$ cat src/rtl/m1_mem_req_stage_pkg.sv
// Shared definitions for the M1 memory-request stage: exception codes, FSM states,
// access sizes and the store-lane alignment helpers.
package m1_mem_req_stage_pkg;

  localparam logic [4:0] EXC_NONE = 5'd0;
  localparam logic [4:0] EXC_ADEL = 5'd4;
  localparam logic [4:0] EXC_ADES = 5'd5;

  localparam logic [1:0] SIZE_BYTE = 2'd0;
  localparam logic [1:0] SIZE_HALF = 2'd1;
  localparam logic [1:0] SIZE_WORD = 2'd2;

  typedef enum logic [1:0] {
    ST_IDLE  = 2'd0,
    ST_ISSUE = 2'd1,
    ST_DONE  = 2'd2
  } m1_state_e;

  // Half-word strobes look only at a[1] so an unchecked odd address still hits one aligned half.
  function automatic logic [3:0] store_strobe(input logic [1:0] size, input logic [1:0] a);
    logic [3:0] s;
    case (size)
      SIZE_BYTE: s = 4'b0001 << a;
      SIZE_HALF: s = a[1] ? 4'b1100 : 4'b0011;
      default:   s = 4'b1111;
    endcase
    return s;
  endfunction

  function automatic logic [31:0] store_data(input logic [1:0] size, input logic [31:0] d);
    logic [31:0] r;
    case (size)
      SIZE_BYTE: r = {4{d[7:0]}};
      SIZE_HALF: r = {2{d[15:0]}};
      default:   r = d;
    endcase
    return r;
  endfunction

  function automatic logic is_misaligned(input logic [1:0] size, input logic [1:0] a);
    return ((size == SIZE_HALF) && a[0]) || ((size == SIZE_WORD) && (a != 2'b00));
  endfunction

endpackage

$ cat src/rtl/m1_mem_req_stage_if.sv
// DCache request/response bus between the M1 stage (master) and the data cache (slave).
interface m1_mem_req_stage_if #(
  parameter int TAG_W    = 20,
  parameter int INDEX_W  = 8,
  parameter int OFFSET_W = 4
);
  logic                req_valid;
  logic                req_ready;
  logic                req_op;
  logic [TAG_W-1:0]    req_tag;
  logic [INDEX_W-1:0]  req_index;
  logic [OFFSET_W-1:0] req_offset;
  logic [3:0]          req_wstrb;
  logic [31:0]         req_wdata;
  logic                req_uncached;
  logic                resp_done;

  modport master (
    output req_valid, req_op, req_tag, req_index, req_offset,
           req_wstrb, req_wdata, req_uncached,
    input  req_ready, resp_done
  );

  modport slave (
    input  req_valid, req_op, req_tag, req_index, req_offset,
           req_wstrb, req_wdata, req_uncached,
    output req_ready, resp_done
  );
endinterface

$ cat src/rtl/m1_mem_req_stage_addr_map.sv
// Combinational VA->PA map: kseg0/kseg1 strip the top three bits, kseg1 is uncached,
// every other segment passes through. Shared with the instruction-fetch side.
module m1_addr_map #(
  parameter int ADDR_W = 32
) (
  input  logic [ADDR_W-1:0] i_va,
  output logic [ADDR_W-1:0] o_pa,
  output logic              o_uncached
);
  logic [2:0] w_seg;

  assign w_seg = i_va[ADDR_W-1 -: 3];

  always_comb begin
    o_pa       = i_va;
    o_uncached = 1'b0;
    if ((w_seg == 3'b100) || (w_seg == 3'b101)) begin
      o_pa = {3'b000, i_va[ADDR_W-4:0]};
    end
    o_uncached = (w_seg == 3'b101);
  end
endmodule

$ cat src/rtl/m1_mem_req_stage.sv
// M1 stage between EXE and MEM: registers one memory op, issues one DCache request per op
// and tracks outstanding requests. Optional alignment check: M1_MISALIGN_CHECK_EN.
module m1_mem_req_stage
  import m1_mem_req_stage_pkg::*;
#(
  parameter int ADDR_W    = 32,
  parameter int INDEX_W   = 8,
  parameter int OFFSET_W  = 4,
  parameter int MAX_OUTST = 2
) (
  input  logic                           clk,
  input  logic                           resetn,
  input  logic                           es_valid,
  output logic                           m1_allowin,
  input  logic [ADDR_W-1:0]              es_pc,
  input  logic [ADDR_W-1:0]              es_addr,
  input  logic [31:0]                    es_wdata,
  input  logic                           es_load,
  input  logic                           es_store,
  input  logic [1:0]                     es_size,
  input  logic                           es_ex,
  input  logic                           flush,
  input  logic                           ms_allowin,
  output logic                           m1_to_ms_valid,
  output logic [ADDR_W-1:0]              m1_pc,
  output logic [ADDR_W-1:0]              m1_addr,
  output logic                           m1_ex,
  output logic [4:0]                     m1_excode,
  output logic                           m1_load_op,
  m1_mem_req_stage_if.master             dc,
  output logic [$clog2(MAX_OUTST+1)-1:0] outst_cnt
);
  localparam int TAG_W = ADDR_W - INDEX_W - OFFSET_W;
  localparam int CNT_W = $clog2(MAX_OUTST + 1);

  m1_state_e          r_state;
  m1_state_e          w_state_nxt;
  logic               r_valid;
  logic [ADDR_W-1:0]  r_pc;
  logic [ADDR_W-1:0]  r_addr;
  logic               r_load;
  logic               r_store;
  logic               r_ex;
  logic [4:0]         r_excode;
  logic [3:0]         r_wstrb;
  logic [31:0]        r_wdata;
  logic [CNT_W-1:0]   r_cnt;

  logic               w_load_en;
  logic               w_mem_op;
  logic               w_new_ex;
  logic [4:0]         w_new_excode;
  logic               w_cnt_room;
  logic               w_accept;
  logic               w_resp;
  logic [ADDR_W-1:0]  w_pa;
  logic               w_uncached;

  assign w_mem_op   = es_load | es_store;
  assign w_cnt_room = (r_cnt < CNT_W'(MAX_OUTST));
  assign m1_allowin = ~r_valid | ((r_state == ST_DONE) & ms_allowin);
  assign w_load_en  = es_valid & m1_allowin & ~flush;

`ifdef M1_MISALIGN_CHECK_EN
  logic w_misalign;
  assign w_misalign   = w_mem_op & is_misaligned(es_size, es_addr[1:0]);
  assign w_new_ex     = es_ex | w_misalign;
  assign w_new_excode = (w_misalign & ~es_ex) ? (es_store ? EXC_ADES : EXC_ADEL) : EXC_NONE;
`else
  assign w_new_ex     = es_ex;
  assign w_new_excode = EXC_NONE;
`endif

  // Flush only blocks new requests; ones already accepted still return resp_done.
  assign dc.req_valid = (r_state == ST_ISSUE) & ~flush & w_cnt_room;
  assign w_accept     = dc.req_valid & dc.req_ready;
  assign w_resp       = dc.resp_done & (r_cnt != '0);

  always_comb begin
    w_state_nxt = r_state;
    if (flush) begin
      w_state_nxt = ST_IDLE;
    end else if (w_load_en) begin
      w_state_nxt = (w_mem_op & ~w_new_ex) ? ST_ISSUE : ST_DONE;
    end else if (m1_allowin) begin
      w_state_nxt = ST_IDLE;
    end else if (w_accept) begin
      w_state_nxt = ST_DONE;
    end
  end

  always_ff @(posedge clk or negedge resetn) begin
    if (!resetn) begin
      r_state <= ST_IDLE;
    end else begin
      r_state <= w_state_nxt;
    end
  end

  always_ff @(posedge clk or negedge resetn) begin
    if (!resetn) begin
      r_valid  <= 1'b0;
      r_pc     <= '0;
      r_addr   <= '0;
      r_load   <= 1'b0;
      r_store  <= 1'b0;
      r_ex     <= 1'b0;
      r_excode <= EXC_NONE;
      r_wstrb  <= 4'b0000;
      r_wdata  <= 32'h0;
    end else if (flush) begin
      r_valid <= 1'b0;
    end else if (w_load_en) begin
      r_valid  <= 1'b1;
      r_pc     <= es_pc;
      r_addr   <= es_addr;
      r_load   <= es_load;
      r_store  <= es_store;
      r_ex     <= w_new_ex;
      r_excode <= w_new_excode;
      r_wstrb  <= es_store ? store_strobe(es_size, es_addr[1:0]) : 4'b0000;
      r_wdata  <= es_store ? store_data(es_size, es_wdata) : 32'h0;
    end else if (m1_allowin) begin
      r_valid <= 1'b0;
    end
  end

  // Accept and completion in the same edge cancel; the issue gate keeps the count from overflowing.
  always_ff @(posedge clk or negedge resetn) begin
    if (!resetn) begin
      r_cnt <= '0;
    end else if (w_accept & ~w_resp) begin
      r_cnt <= r_cnt + CNT_W'(1);
    end else if (w_resp & ~w_accept) begin
      r_cnt <= r_cnt - CNT_W'(1);
    end
  end

  m1_addr_map #(.ADDR_W(ADDR_W)) u_addr_map (
    .i_va       (r_addr),
    .o_pa       (w_pa),
    .o_uncached (w_uncached)
  );

  assign dc.req_op       = r_store;
  assign dc.req_tag      = w_pa[ADDR_W-1 -: TAG_W];
  assign dc.req_index    = w_pa[OFFSET_W +: INDEX_W];
  assign dc.req_offset   = w_pa[OFFSET_W-1:0];
  assign dc.req_wstrb    = r_wstrb;
  assign dc.req_wdata    = r_wdata;
  assign dc.req_uncached = w_uncached;

  assign m1_to_ms_valid = r_valid & (r_state == ST_DONE);
  assign m1_pc          = r_pc;
  assign m1_addr        = r_addr;
  assign m1_ex          = r_ex;
  assign m1_excode      = r_excode;
  assign m1_load_op     = r_load;
  assign outst_cnt      = r_cnt;

endmodule

$ cat src/flat_wrapper.sv
// flat-port wrapper written by rule: the top's interface ports become plain ports
module m1_mem_req_stage_flat import m1_mem_req_stage_pkg::*;
#(
  parameter int ADDR_W    = 32,
  parameter int INDEX_W   = 8,
  parameter int OFFSET_W  = 4,
  parameter int MAX_OUTST = 2
)
  (clk, resetn, es_valid, m1_allowin, es_pc, es_addr, es_wdata, es_load, es_store, es_size, es_ex, flush, ms_allowin, m1_to_ms_valid, m1_pc, m1_addr, m1_ex, m1_excode, m1_load_op, outst_cnt, dc_req_valid, dc_req_op, dc_req_tag, dc_req_index, dc_req_offset, dc_req_wstrb, dc_req_wdata, dc_req_uncached, dc_req_ready, dc_resp_done);
  m1_mem_req_stage_if #(.TAG_W(20), .INDEX_W(INDEX_W), .OFFSET_W(OFFSET_W)) dc_i ();
  input  logic clk;
  input  logic resetn;
  input  logic es_valid;
  output logic m1_allowin;
  input  logic [ADDR_W-1:0] es_pc;
  input  logic [ADDR_W-1:0] es_addr;
  input  logic [31:0] es_wdata;
  input  logic es_load;
  input  logic es_store;
  input  logic [1:0] es_size;
  input  logic es_ex;
  input  logic flush;
  input  logic ms_allowin;
  output logic m1_to_ms_valid;
  output logic [ADDR_W-1:0] m1_pc;
  output logic [ADDR_W-1:0] m1_addr;
  output logic m1_ex;
  output logic [4:0] m1_excode;
  output logic m1_load_op;
  output logic [$clog2(MAX_OUTST+1)-1:0] outst_cnt;
  output wire logic [$bits(dc_i.req_valid)-1:0] dc_req_valid;
  output wire logic [$bits(dc_i.req_op)-1:0] dc_req_op;
  output wire logic [$bits(dc_i.req_tag)-1:0] dc_req_tag;
  output wire logic [$bits(dc_i.req_index)-1:0] dc_req_index;
  output wire logic [$bits(dc_i.req_offset)-1:0] dc_req_offset;
  output wire logic [$bits(dc_i.req_wstrb)-1:0] dc_req_wstrb;
  output wire logic [$bits(dc_i.req_wdata)-1:0] dc_req_wdata;
  output wire logic [$bits(dc_i.req_uncached)-1:0] dc_req_uncached;
  input wire logic [$bits(dc_i.req_ready)-1:0] dc_req_ready;
  input wire logic [$bits(dc_i.resp_done)-1:0] dc_resp_done;
  assign dc_req_valid = dc_i.req_valid;
  assign dc_req_op = dc_i.req_op;
  assign dc_req_tag = dc_i.req_tag;
  assign dc_req_index = dc_i.req_index;
  assign dc_req_offset = dc_i.req_offset;
  assign dc_req_wstrb = dc_i.req_wstrb;
  assign dc_req_wdata = dc_i.req_wdata;
  assign dc_req_uncached = dc_i.req_uncached;
  assign dc_i.req_ready = dc_req_ready;
  assign dc_i.resp_done = dc_resp_done;
  m1_mem_req_stage #(.ADDR_W(ADDR_W), .INDEX_W(INDEX_W), .OFFSET_W(OFFSET_W), .MAX_OUTST(MAX_OUTST)) u_core (.clk(clk), .resetn(resetn), .es_valid(es_valid), .m1_allowin(m1_allowin), .es_pc(es_pc), .es_addr(es_addr), .es_wdata(es_wdata), .es_load(es_load), .es_store(es_store), .es_size(es_size), .es_ex(es_ex), .flush(flush), .ms_allowin(ms_allowin), .m1_to_ms_valid(m1_to_ms_valid), .m1_pc(m1_pc), .m1_addr(m1_addr), .m1_ex(m1_ex), .m1_excode(m1_excode), .m1_load_op(m1_load_op), .dc(dc_i), .outst_cnt(outst_cnt));
endmodule
$ cat config.mk
export PLATFORM = sky130hd
export DESIGN_NAME = m1_mem_req_stage_flat
export DESIGN_NICKNAME = d
export VERILOG_FILES = /design/src/rtl/m1_mem_req_stage_pkg.sv /design/src/rtl/m1_mem_req_stage_if.sv /design/src/rtl/m1_mem_req_stage_addr_map.sv /design/src/rtl/m1_mem_req_stage.sv /design/src/flat_wrapper.sv
export SDC_FILE = /design/constraint.sdc
export NUM_CORES = 1
export LEC_CHECK = 0
export BUFFER_PORTS_ARGS = -buffer_cell sky130_fd_sc_hd__buf_2
export CORE_MARGIN = 2
export CORE_UTILIZATION = 35
export CTS_CLUSTER_SIZE = 20
export DETAILED_ROUTE_END_ITERATION = 8
export GPL_TIMING_DRIVEN = 0
export PLACE_DENSITY = 0.66
export SYNTH_ARGS = -nofsm -noshare
export SYNTH_HDL_FRONTEND = slang
export SYNTH_SLANG_ARGS = --single-unit
$ cat constraint.sdc
create_clock -name clk -period 3.71 [get_ports clk]
set_clock_uncertainty 0.15 [all_clocks]
set_input_delay 0.9275 -clock clk [delete_from_list [all_inputs] [get_ports clk]]
set_output_delay 0.9275 -clock clk [all_outputs]
set_load 0.005 [all_outputs]
==> results.toml <==
[status]
status = "finished clean"

[pwr]
p_leak_nw = 3.69
powerDensity_nw_per_um2 = 486
report.power.total_mw = 3.33
ir_drop_mv = 0.197

[timing]
period_minus_slack_ns = 2.58
report.final.slew_viol_count = 0
slew_headroom = 0.639
setup-violations-final = 0
min_period_over_period = 0.696
setup_tns_ns = 0
rsz0062_at_grt = "no"
tightestPinTransition_ns = 0.541
fmax_ghz = 0.387
final-hold-violation-count = 0

[clock_tree]
cts_resized = 0
postCtsHoldBufs = 0
cts_setup_buffers = 0
cts_tree = "yes"
h-tree-depth = 3
clock_path_buffers = 2
clock_latency_ns = 0.34
cts.sinks = 108
clk_pin_slew_worst_paths_ns = 0.07
cts_made_buffers = 9
clock-root-buffer = "clkbuf_16"

[yosys]
synth_top_cell_by_area = "dfrtp_1"
synth_edf_count = 0
synth_fa_ha_area_frac = 0.00247
synth_cell_types = 30
seq_area_frac_synth = 0.533
synth_compound_area_frac = 0.0740
muxShareOfSynthArea = 0.227
syn_area_um2 = 5070
synth.yosys.warnings = 0
syn_avg_cell_area_um2 = 12.3
postSynthCellCount = 412
synthDominantCellAreaShare = 0.533
synth_area_leaders = "dfrtp_1 (53%), mux2_4 (17%), mux2_2 (5.5%)"
ys.flop_type = "dfrtp_1"
async_flop_share = 1.00
yosys.area_share.simple = 0.0759
synth_top_family_by_area = "multiplexers"
ys_seq_elements = 108
synthXorXnorAreaFrac = 0.00518

[drt]
drtIter0Drc = 124
firstDrtPassIters = 4
wl_per_cell_um = 15.9
vias = 4023
drc_errors = 0
viasPerCell = 4.67
wl_um = 13700
antenna_left = 0

[global_routing]
met2_usage = 0.293
grt-ovfl-total = 0
top_usage_layer = "met2"
use_met3 = 0.0528
track_usage = 0.178
grt_use_met1 = 0.222
antenna_found_initial = 2
grt_pass1_vias = 4046
grt_max_degree = 70
grt_pass1_wl_um = 21900

[cells_and_area]
area.sequential_um2 = 2700
design_area_um2 = 6850
nNetsFinal = 784
multi_input_area_um2 = 1970
nFillCells = 1363
diodes = 0
layout-area-overhead-vs-synth_pct = 35.0
final_layout_size_suffix_gt1_frac = 0.576

[worst_setup_path]
cp-start-kind = "input pin"
path_max_fanout = 5
arrival_ns = 1.51
crit_path_end_kind = "output port"
path_class = "input pin to output port"
crit_required_ns = 2.63

[floorplanning]
io_pins = 254
dieArea_um2 = 15500
coreArea_um2 = 14400
start_util = 0.353
die_h_um = 124
num_rows = 44
die_w_um = 124

[placed_design]
placed_cell_area_um2 = 6590
port_buffers = 247
dp_hpwl_um = 10700
globalplace.congestion = 0.786

[worst_hold_path]
hold_path.class = "register to register"

[job]
maxCapViolCount = 0
==> placed cells by master, fill, tap and decap left out, drive strengths merged, types with 2 or more instances in the layout <==
cell | Yosys | layout
mux2 | 83 | 83
clkinv | 1 | 2
conb | 1 | 5
xnor2 | 2 | 2
o31ai | 8 | 8
and2 | 9 | 9
nand3 | 3 | 3
inv | 4 | 4
a21boi | 2 | 2
a21oi | 4 | 4
clkbuf | 13 | 24
o21ai | 41 | 41
buf | 44 | 292
nand3b | 2 | 2
a211oi | 8 | 8
and3 | 2 | 2
dfrtp | 108 | 108
nand2 | 63 | 63
nor2 | 7 | 7
==> cells in the mapped netlist (3+ instances only) <==
cell type / count
nand2_1: 63
mux2_2: 25
inv_1: 4
nor2_1: 6
and2_1: 9
buf_2: 3
buf_6: 7
o21ai_0: 41
buf_4: 34
a211oi_1: 8
o31ai_1: 8
mux2_4: 58
nand3_1: 3
a21oi_1: 4
clkbuf_1: 13
dfrtp_1: 108
==> cells by family after synthesis <==
family          after synthesis
compound gates               65
xor+xnor                      3
fa+ha+maj                     1
buf+inv                      62
flops                       108
mux                          83
other cells                   1
simple gates                 89
==> layout make-up <==
class | instances | share of cell area
inverters | 5 | 0.00274
clock buffers | 11 | 0.0369
multi-input cells | 246 | 0.288
plain buffers | 57 | 0.0581
well taps | 184 | 0.0336
flip-flops and latches | 108 | 0.394
clock inverters | 2 | 0.00183
repair buffers | 248 | 0.185
==> routing by layer <==
metal  up-vias  wire (µm)  part of all wire
met1      1955       5730              0.42
met2       148       6720              0.49
met3        25        939             0.068
li1       1891          -                 -
met4         4        326             0.024
met5         -         19            0.0014
==> critical path, stage by stage <==
cell and delay (ns):
buf_2 0.13, nor2_1 0.13, and3_1 0.19, buf_2 0.12
==> where the power goes <==
group | total (mW) | internal [mW] | leakage, nW | switching [mW]
clock network | 0.888 | 0.480 | 0.129 | 0.408
registers | 1.52 | 1.39 | 1.32 | 0.136
logic | 0.919 | 0.556 | 2.23 | 0.364
total | 3.33 | 2.42 | 3.69 | 0.907
==> state kept, by name, indices dropped and copies added, names as in the netlist <==
signal,count
u_core.dc.req_wdata,32
u_core.m1_addr,32
u_core.m1_pc,32
u_core.dc.req_wstrb,4
u_core.outst_cnt,2
u_core.r_state,2
u_core.dc.req_op,1
u_core.m1_ex,1
u_core.m1_load_op,1
u_core.r_valid,1
==> final timing paths <==
check | from | end | slack, ns | depth (start not counted)
max | flush | dc_req_valid | 1.13 | 4
min | u_core.dc.req_wdata[10]$_DFFE_PN0P_ | u_core.dc.req_wdata[10]$_DFFE_PN0P_ | 0.32 | 2
max reg2reg | u_core.r_state[0]$_DFFE_PN0P_ | u_core.dc.req_wdata[23]$_DFFE_PN0P_ | 1.70 | 6
min reg2reg | u_core.dc.req_wdata[10]$_DFFE_PN0P_ | u_core.dc.req_wdata[10]$_DFFE_PN0P_ | 0.32 | 2
max in group asynchronous | resetn | u_core.m1_addr[20]$_DFFE_PN0P_ | 2.26 | 2
min in group asynchronous | resetn | u_core.dc.req_wdata[29]$_DFFE_PN0P_ | 0.41 | 1
==> metrics by stage <==
stage	cells	util	worst slack, ns	hold slack [ns]
3_3_place_gp	847	0.456	0.345	0.308
2_1_floorplan	416	-	1.42	0.323
6_report	861	0.477	1.13	0.324
3_5_place_dp	848	0.458	1.10	0.315
4_1_cts	861	0.477	1.12	0.330
5_1_grt	861	0.477	1.07	0.346
(Power assumes the default switching activity.)
